File: config.mk
export PLATFORM = sky130hd
export DESIGN_NAME = speck_key_schedule
export DESIGN_NICKNAME = d
export VERILOG_FILES = /design/src/rtl/speck_key_schedule.sv
export SDC_FILE = /design/constraint.sdc
export NUM_CORES = 1
export LEC_CHECK = 0
export ABC_CLOCK_PERIOD_IN_PS = 7120
export CAP_MARGIN = 10
export CORE_ASPECT_RATIO = 1.75
export CORE_MARGIN = 2
export CORE_UTILIZATION = 56
export DETAILED_ROUTE_END_ITERATION = 8
export MAX_ROUTING_LAYER = met4
export PLACE_DENSITY = 0.92
export SYNTH_ARGS = -nofsm -noshare
export SYNTH_HDL_FRONTEND = slang
export SYNTH_SLANG_ARGS = --single-unit
File: constraint.sdc
create_clock -name clk -period 7.12 [get_ports clk]
set_input_delay 2.136 -clock clk [delete_from_list [all_inputs] [get_ports clk]]
set_output_delay 2.136 -clock clk [all_outputs]
set_load 0.05 [all_outputs]
File: src/rtl/speck_key_schedule.sv
// ---------------------------------------------------------------------------
// speck_key_schedule
//   Round-key generator for Speck32/64. Accepts one master key
//   {l2,l1,l0,k0} over a valid/ready handshake, then streams the ROUNDS
//   round keys k0..k(ROUNDS-1) in order over a second valid/ready handshake.
//   Each key comes from one step of the Speck key recurrence applied to
//   registered state. No tables are used.
//
// Ports
//   clk        rising-edge clock
//   rst_n      asynchronous active-low reset
//   key_valid  master key present on key
//   key_ready  block can accept a master key (IDLE only, registered)
//   key        {l2,l1,l0,k0}, k0 in the low WORD_W bits
//   rk_valid   rk/rk_idx/rk_last hold a valid round key
//   rk_ready   downstream accepts rk this cycle
//   rk         round key k_i
//   rk_idx     round index i
//   rk_last    high with rk_valid on the final round key
//   busy       high from key acceptance until the last key is accepted
// ---------------------------------------------------------------------------
module speck_key_schedule #(
   parameter int WORD_W = 16,
   parameter int ROUNDS = 22,
   parameter int ALPHA  = 7,
   parameter int BETA   = 2
) (
   input  logic                  clk,
   input  logic                  rst_n,
   input  logic                  key_valid,
   output logic                  key_ready,
   input  logic [4*WORD_W-1:0]   key,
   output logic                  rk_valid,
   input  logic                  rk_ready,
   output logic [WORD_W-1:0]     rk,
   output logic [4:0]            rk_idx,
   output logic                  rk_last,
   output logic                  busy
);

   localparam logic [4:0] LAST_IDX = 5'(ROUNDS - 1);

   typedef enum logic {
      IDLE = 1'b0,
      RUN  = 1'b1
   } state_e;

   function automatic logic [WORD_W-1:0] ror(input logic [WORD_W-1:0] x);
      return (x >> ALPHA) | (x << (WORD_W - ALPHA));
   endfunction

   function automatic logic [WORD_W-1:0] rol(input logic [WORD_W-1:0] x);
      return (x << BETA) | (x >> (WORD_W - BETA));
   endfunction

   state_e              state_q, state_d;
   logic [WORD_W-1:0]   k_q, k_d;
   logic [WORD_W-1:0]   l0_q, l0_d;
   logic [WORD_W-1:0]   l1_q, l1_d;
   logic [WORD_W-1:0]   l2_q, l2_d;
   logic [4:0]          i_q, i_d;
   logic                key_ready_q, key_ready_d;
   logic                rk_valid_q, rk_valid_d;
   logic                rk_last_q, rk_last_d;
   logic                busy_q, busy_d;

   logic [WORD_W-1:0]   lnew;

   // One step of the recurrence: the new l word mixes in the round index,
   // and the next k is built from it. Sum wraps mod 2^WORD_W.
   always_comb begin
      lnew = (k_q + ror(l0_q)) ^ WORD_W'(i_q);
   end

   always_comb begin
      state_d = state_q;
      k_d     = k_q;
      l0_d    = l0_q;
      l1_d    = l1_q;
      l2_d    = l2_q;
      i_d     = i_q;

      case (state_q)
         IDLE: begin
            if (key_valid) begin
               k_d     = key[WORD_W-1:0];
               l0_d    = key[2*WORD_W-1:WORD_W];
               l1_d    = key[3*WORD_W-1:2*WORD_W];
               l2_d    = key[4*WORD_W-1:3*WORD_W];
               i_d     = 5'd0;
               state_d = RUN;
            end
         end
         RUN: begin
            // key_valid is deliberately ignored here.
            if (rk_ready) begin
               if (i_q == LAST_IDX) begin
                  state_d = IDLE;
               end else begin
                  k_d  = rol(k_q) ^ lnew;
                  l0_d = l1_q;
                  l1_d = l2_q;
                  l2_d = lnew;
                  i_d  = i_q + 5'd1;
               end
            end
         end
         default: state_d = IDLE;
      endcase

      // Handshake outputs are registered: derive them from the next state.
      key_ready_d = (state_d == IDLE);
      rk_valid_d  = (state_d == RUN);
      busy_d      = (state_d == RUN);
      rk_last_d   = (state_d == RUN) && (i_d == LAST_IDX);
   end

   always_ff @(posedge clk or negedge rst_n) begin
      if (!rst_n) begin
         state_q     <= IDLE;
         k_q         <= '0;
         l0_q        <= '0;
         l1_q        <= '0;
         l2_q        <= '0;
         i_q         <= '0;
         key_ready_q <= 1'b0;
         rk_valid_q  <= 1'b0;
         rk_last_q   <= 1'b0;
         busy_q      <= 1'b0;
      end else begin
         state_q     <= state_d;
         k_q         <= k_d;
         l0_q        <= l0_d;
         l1_q        <= l1_d;
         l2_q        <= l2_d;
         i_q         <= i_d;
         key_ready_q <= key_ready_d;
         rk_valid_q  <= rk_valid_d;
         rk_last_q   <= rk_last_d;
         busy_q      <= busy_d;
      end
   end

   assign key_ready = key_ready_q;
   assign rk_valid  = rk_valid_q;
   assign rk        = k_q;
   assign rk_idx    = i_q;
   assign rk_last   = rk_last_q;
   assign busy      = busy_q;

endmodule

After elaboration in Yosys (flattened, before gate mapping). Index checks and enable logic that the tools add are counted.

Output and inout bits: 25. Register bits: 72. Input port bits: 68. Word-level logic and storage cells: 47.

Add/subtract/negate cells: 2. Multiplexer cells: 24. Bitwise operators: 6. Eq/ne operators: 5. Reduce and logical (&&, ||, !) cells: 2.

Operator list (number): $mux W16 (12); $pmux W16 S2 (4); $add A16 B16 Y16 (1); $or A16 B2 Y16 (1); $or A9 B16 Y16 (1); $xor A16 B16 Y16 (1); $xor A16 B5 Y16 (1); $mux W5 (3); $eq A5 B5 Y1 const B (2); $pmux W5 S2 (1); $ne A2 B2 Y1 const B (3); $add A5 B1 Y5 const B (1); $mux W1 (3); $reduce_and A3 Y1 (1); $not A1 Y1 (2); $pmux W1 S2 (1); $logic_and A1 B1 Y1 (1).

Longest topological paths before layout.
Depth in word-level cells: 7. Depth in mapped cells: 10. Mapped depth without buffers: 10.

Least setup slack after synthesis. Ideal clock, no wire load.

Kind: in2reg. Start point: in key_valid. End point: reg k_q[1] (netlist: rk[1]). Path buffers: 3. Path slack: 3.764 ns. Setup time: 0.130 ns. Stages: 7. Arrival: 3.226 ns. Data required time: 6.990 ns. Path through: clkbuf_1 > nand2b_1 > clkbuf_1 > clkbuf_1 > nand2_1 > o211ai_1 > o21ai_0.

Word-level cells in the longest chain between the ends: 2.

Ends and longest elaborated chain: start, declared (RTL line 30) `input logic key_valid,`; $ne A2 B2 Y1 (no source line); $reduce_and A3 Y1 (no source line); end signal, assigned (RTL line 132) `k_q <= k_d;`; end, declared (RTL line 57) `logic [WORD_W-1:0] k_q, k_d;`.

Every way passes these cells. A chain may end at the register's enable or synchronous reset.

Worst setup path after layout.
Start point: in key_valid. End point: reg l1_q[4].

Word-level cells in the longest chain between the ends: 2.

Ends and longest elaborated chain: $ne A2 B2 Y1 (no source line); $reduce_and A3 Y1 (no source line); end signal, assigned (RTL line 134) `l1_q <= l1_d;`; end, declared (RTL line 59) `logic [WORD_W-1:0] l1_q, l1_d;`.

Every way passes these cells.

==> impl_results.md <==
* Status: finished clean
* Number of synthesized flops with an enable pin at 0
* Total CTS buffers at 9
* Worst setup path end: l1_q[4]
* Number of fill cells at 546
* Initial antenna violation count at 0
* Core area at 7620 sq um
* Ys flop type: dfrtp_1
* CP max-delay cell: nor2_4
* HP Class: flop to flop
* Die area at 8640 sq um
* Antenna Cells at 0
* Yosys top cell by area: dfrtp_1
* Clk slew on worst S/H paths at 0.05 ns
* Ys Warns at 0
* Worst-Skew Late Latency at 0.34 ns
* Syn avg cell area at 9.38 sq um
* Sequential fraction of the synthesis area at 0.408
* DRT iter0 DRCs at 256
* Post-layout min period at 4.59 ns
* Worst setup path start: key_valid
* Flop pwr share at 0.244
* Final setup TNS at 0 ns
* Mapped cell area at 4420 sq um
* Global-route wire length before repair at 19600 um
* CP cell instances: clkdlybuf4s50_1 > nor2b_1 > buf_4 > nor2_4 > buf_4 > o21ai_0
* Endpoints failing setup at 0
* Rows at 42
* P_sw at 1630 uW
* Largest net degree at the start of global routing at 73
* Share of cells above drive strength 1 at 0.0595
* Worst-Margin Slew at 1.20 ns
* Peak supply drop at 0.000381 V
* CP dominant cell by count: buf_4
* Leakage at 0.00258 uW
* Synth unique cells at 57
* FF-to-FF End: l1_q[4]
* Area Overhead vs Synth at 28.3%
* Post-synthesis register bit count at 72
* Syn Nets at 557
* Slew margin rel. at 0.200
* Combinational group share of total power at 0.623
* Placed Cells at 627
* Vias in the first global route at ~4000
* Remaining DRCs at 0
* FF-to-FF Start: busy
* CTS root buffer: clkbuf_16
* Worst setup EP type: flop
* DR pass1 iterations at 6
* Cts repair resizes at 0
* CTS tree: done
* DPL Wire Length at 8950 um
* CP Class: input port to flop
* Final Wtd Congestion at 0.890
* Post-Syn Instances at 471
* R2R cell count at 6
* Cell Pwr Density at just over 600 nW/um^2
* Global-route usage over all layers at 0.305
* IO buf count at 92
* Switching Fraction at 0.474
* Final cycle utilization of the critical path at 0.645
* Reg2reg setup slack at 4.09 ns
* Fin cells at 643
* CP Launch Type: input port
* Overflow after GRT at 0
* Clock sinks at 72
* Crit path buffers/inverters at 3
* Post-synth top area share at 0.408
* Critical Path Fanout Max at 60
* Family with the most delay on the worst path: buffers and inverters
* # H-tree levels at 3
* CTS Hold Bufs at 0
* Longest Clk Path Bufs at 2
* Clock power frac at 0.133
* Slew Limit Fails at 0
* WP data arrival at 4.80 ns
* Post-CTS Setup Inserts at 0
* Hold slack at 0.487 ns
* Initial Utilization at 0.580
* Routed via count at 3939
* Ys async rst share at 1.00
* Crit path largest cell delay at 0.92 ns
* Worst path depth at 6
* Die width at 71.1 um
* Worst Skew at 0.00739 ns
* Fin. Hold Viols at 0
* Internal power at 1800 uW
* Main area contributors after synthesis: dfrtp_1 41%, mux2i_1 9.3%, nand2_1 7.1%, o21ai_0 6.5%, ha_1 4.8%
* Drt total wl at roughly 12000 um
* Post-layout nets at 636
* Boundary Pins at just over 90
* Unrepaired setup endpoints after global routing: false
* Die Y at ~120 um
* Remaining antenna violation count at 0
* Required time worst endpoint at 7.32 ns
* Max frequency at 218 MHz
* WL/cell at ~19 um
* Vias per cell at approximately 6.1
* Max-cap violations at 0
[worst reg2reg max path: stages, from the launching register on]
cell	delay, ns
dfrtp_2	0.36
buf_4	0.70
nor2b_1	0.12
buf_4	0.26
nor2_4	0.92
buf_4	0.40
o21ai_0	0.14
[synthesized netlist by cell type, types with 4 or more instances]
| cell type | instances |
|---|---|
| xnor2_1 | 20 |
| nand2_1 | 83 |
| nand3_1 | 9 |
| ha_1 | 17 |
| o22ai_1 | 7 |
| dfrtp_1 | 72 |
| o21ai_0 | 57 |
| a21oi_1 | 17 |
| nor2_1 | 8 |
| clkbuf_1 | 21 |
| mux2i_1 | 41 |
| inv_1 | 9 |
| a32oi_1 | 11 |
| xor2_1 | 12 |
| nor3_1 | 7 |
| a21o_1 | 4 |
| buf_2 | 4 |
| a22oi_1 | 8 |
| o21a_1 | 4 |
[worst min path at each step]
stage	from	to	slack [ns]	cells past startpoint
after global routing	l1_q[2]	l1_q[2]	0.51	2
after floorplan	l1_q[0]	l1_q[0]	0.45	2
after global placement	l1_q[4]	l1_q[4]	0.46	2
final	l1_q[8]	l1_q[8]	0.49	2
after CTS	l1_q[7]	l1_q[7]	0.49	2
after detailed placement	l1_q[7]	l1_q[7]	0.48	2
[metal layers]
metal  up-vias  global-route usage  share of wire
li1       1854                   -              -
met1      1862               0.340           0.36
met2       175               0.503           0.53
met3        48              0.0482          0.053
met4         0               0.190          0.054
met5         -                   -              0
[metrics by stage]
step           area, sq um  setup WS (ns)  power (uW)   util
6_report              5670           2.53        3430  0.744
4_1_cts               5670           2.59        3410  0.744
5_1_grt               5670           2.33        3660  0.744
3_5_place_dp          5370           2.26        2950  0.704
3_3_place_gp          5370           2.29        2880  0.704
2_1_floorplan         4420           3.76        2400      -
[state kept, by name (all words and copies together), names as in the netlist]
| signal | cells |
|---|---|
| rk | 16 |
| busy | 1 |
| key_ready | 1 |
| rk_last | 1 |
| rk_idx | 5 |
| l1_q | 16 |
| l0_q | 16 |
| l2_q | 16 |
[cell usage in the layout, fill, tap and decap left out, types with 2 or more instances in the layout]
cell type / count
clkbuf_1: 2
o22ai_1: 7
clkbuf_8: 2
nand4b_1: 3
inv_1: 9
dfrtp_1: 71
nor2_1: 8
nand3_1: 9
a31oi_1: 2
a22oi_1: 8
ha_1: 17
o21ai_0: 57
and2_1: 2
o211ai_1: 2
nand4_1: 3
or3_1: 3
clkbuf_16: 9
xnor2_1: 20
o21a_1: 4
clkdlybuf4s50_1: 91
a32oi_1: 11
or2_1: 3
o21ai_1: 3
nand2_1: 83
mux2i_1: 41
nand2b_1: 2
xor2_1: 12
a221oi_1: 3
clkinv_2: 2
buf_4: 5
nor3_1: 7
and3_1: 3
a21oi_1: 17
a21o_1: 4
nor2b_1: 3
[logic make-up (layout without fill, tap and decap cells)]
| group | count (synthesis) | after routing | synth area share |
|---|---|---|---|
| simple gates | 135 | 135 | 0.141 |
| fa+ha+maj | 18 | 18 | 0.0527 |
| buf+inv | 38 | 122 | 0.0351 |
| flops | 72 | 72 | 0.408 |
| compound gates | 132 | 132 | 0.195 |
| mux | 42 | 42 | 0.0954 |
| xor+xnor | 34 | 34 | 0.0725 |
[area by class of cell]
class / instances / area, sq um / area share
Timing Repair Buffer: 97 / 953 / 0.168
Clock buffer: 13 / 260 / 0.0459
Sequential cell: 72 / 1800 / 0.318
Inverter: 9 / 33.8 / 0.00596
Clock inverter: 3 / 40.0 / 0.00707
Multi-Input combinational cell: 361 / 2470 / 0.435
Tap cell: 88 / 110 / 0.0194
[power by group through the flow]
| stage | Sequential (uW) | Combinational, uW | Clock, uW |
|---|---|---|---|
| finish | 836 | 2130 | 456 |
| global route | 858 | 2320 | 478 |
| CTS | 832 | 2120 | 458 |
| detailed placement | 837 | 2110 | 0 |
| global placement | 828 | 2050 | 0 |
| floorplan | 991 | 1400 | 0 |
Power figures use the tool's default switching activity.
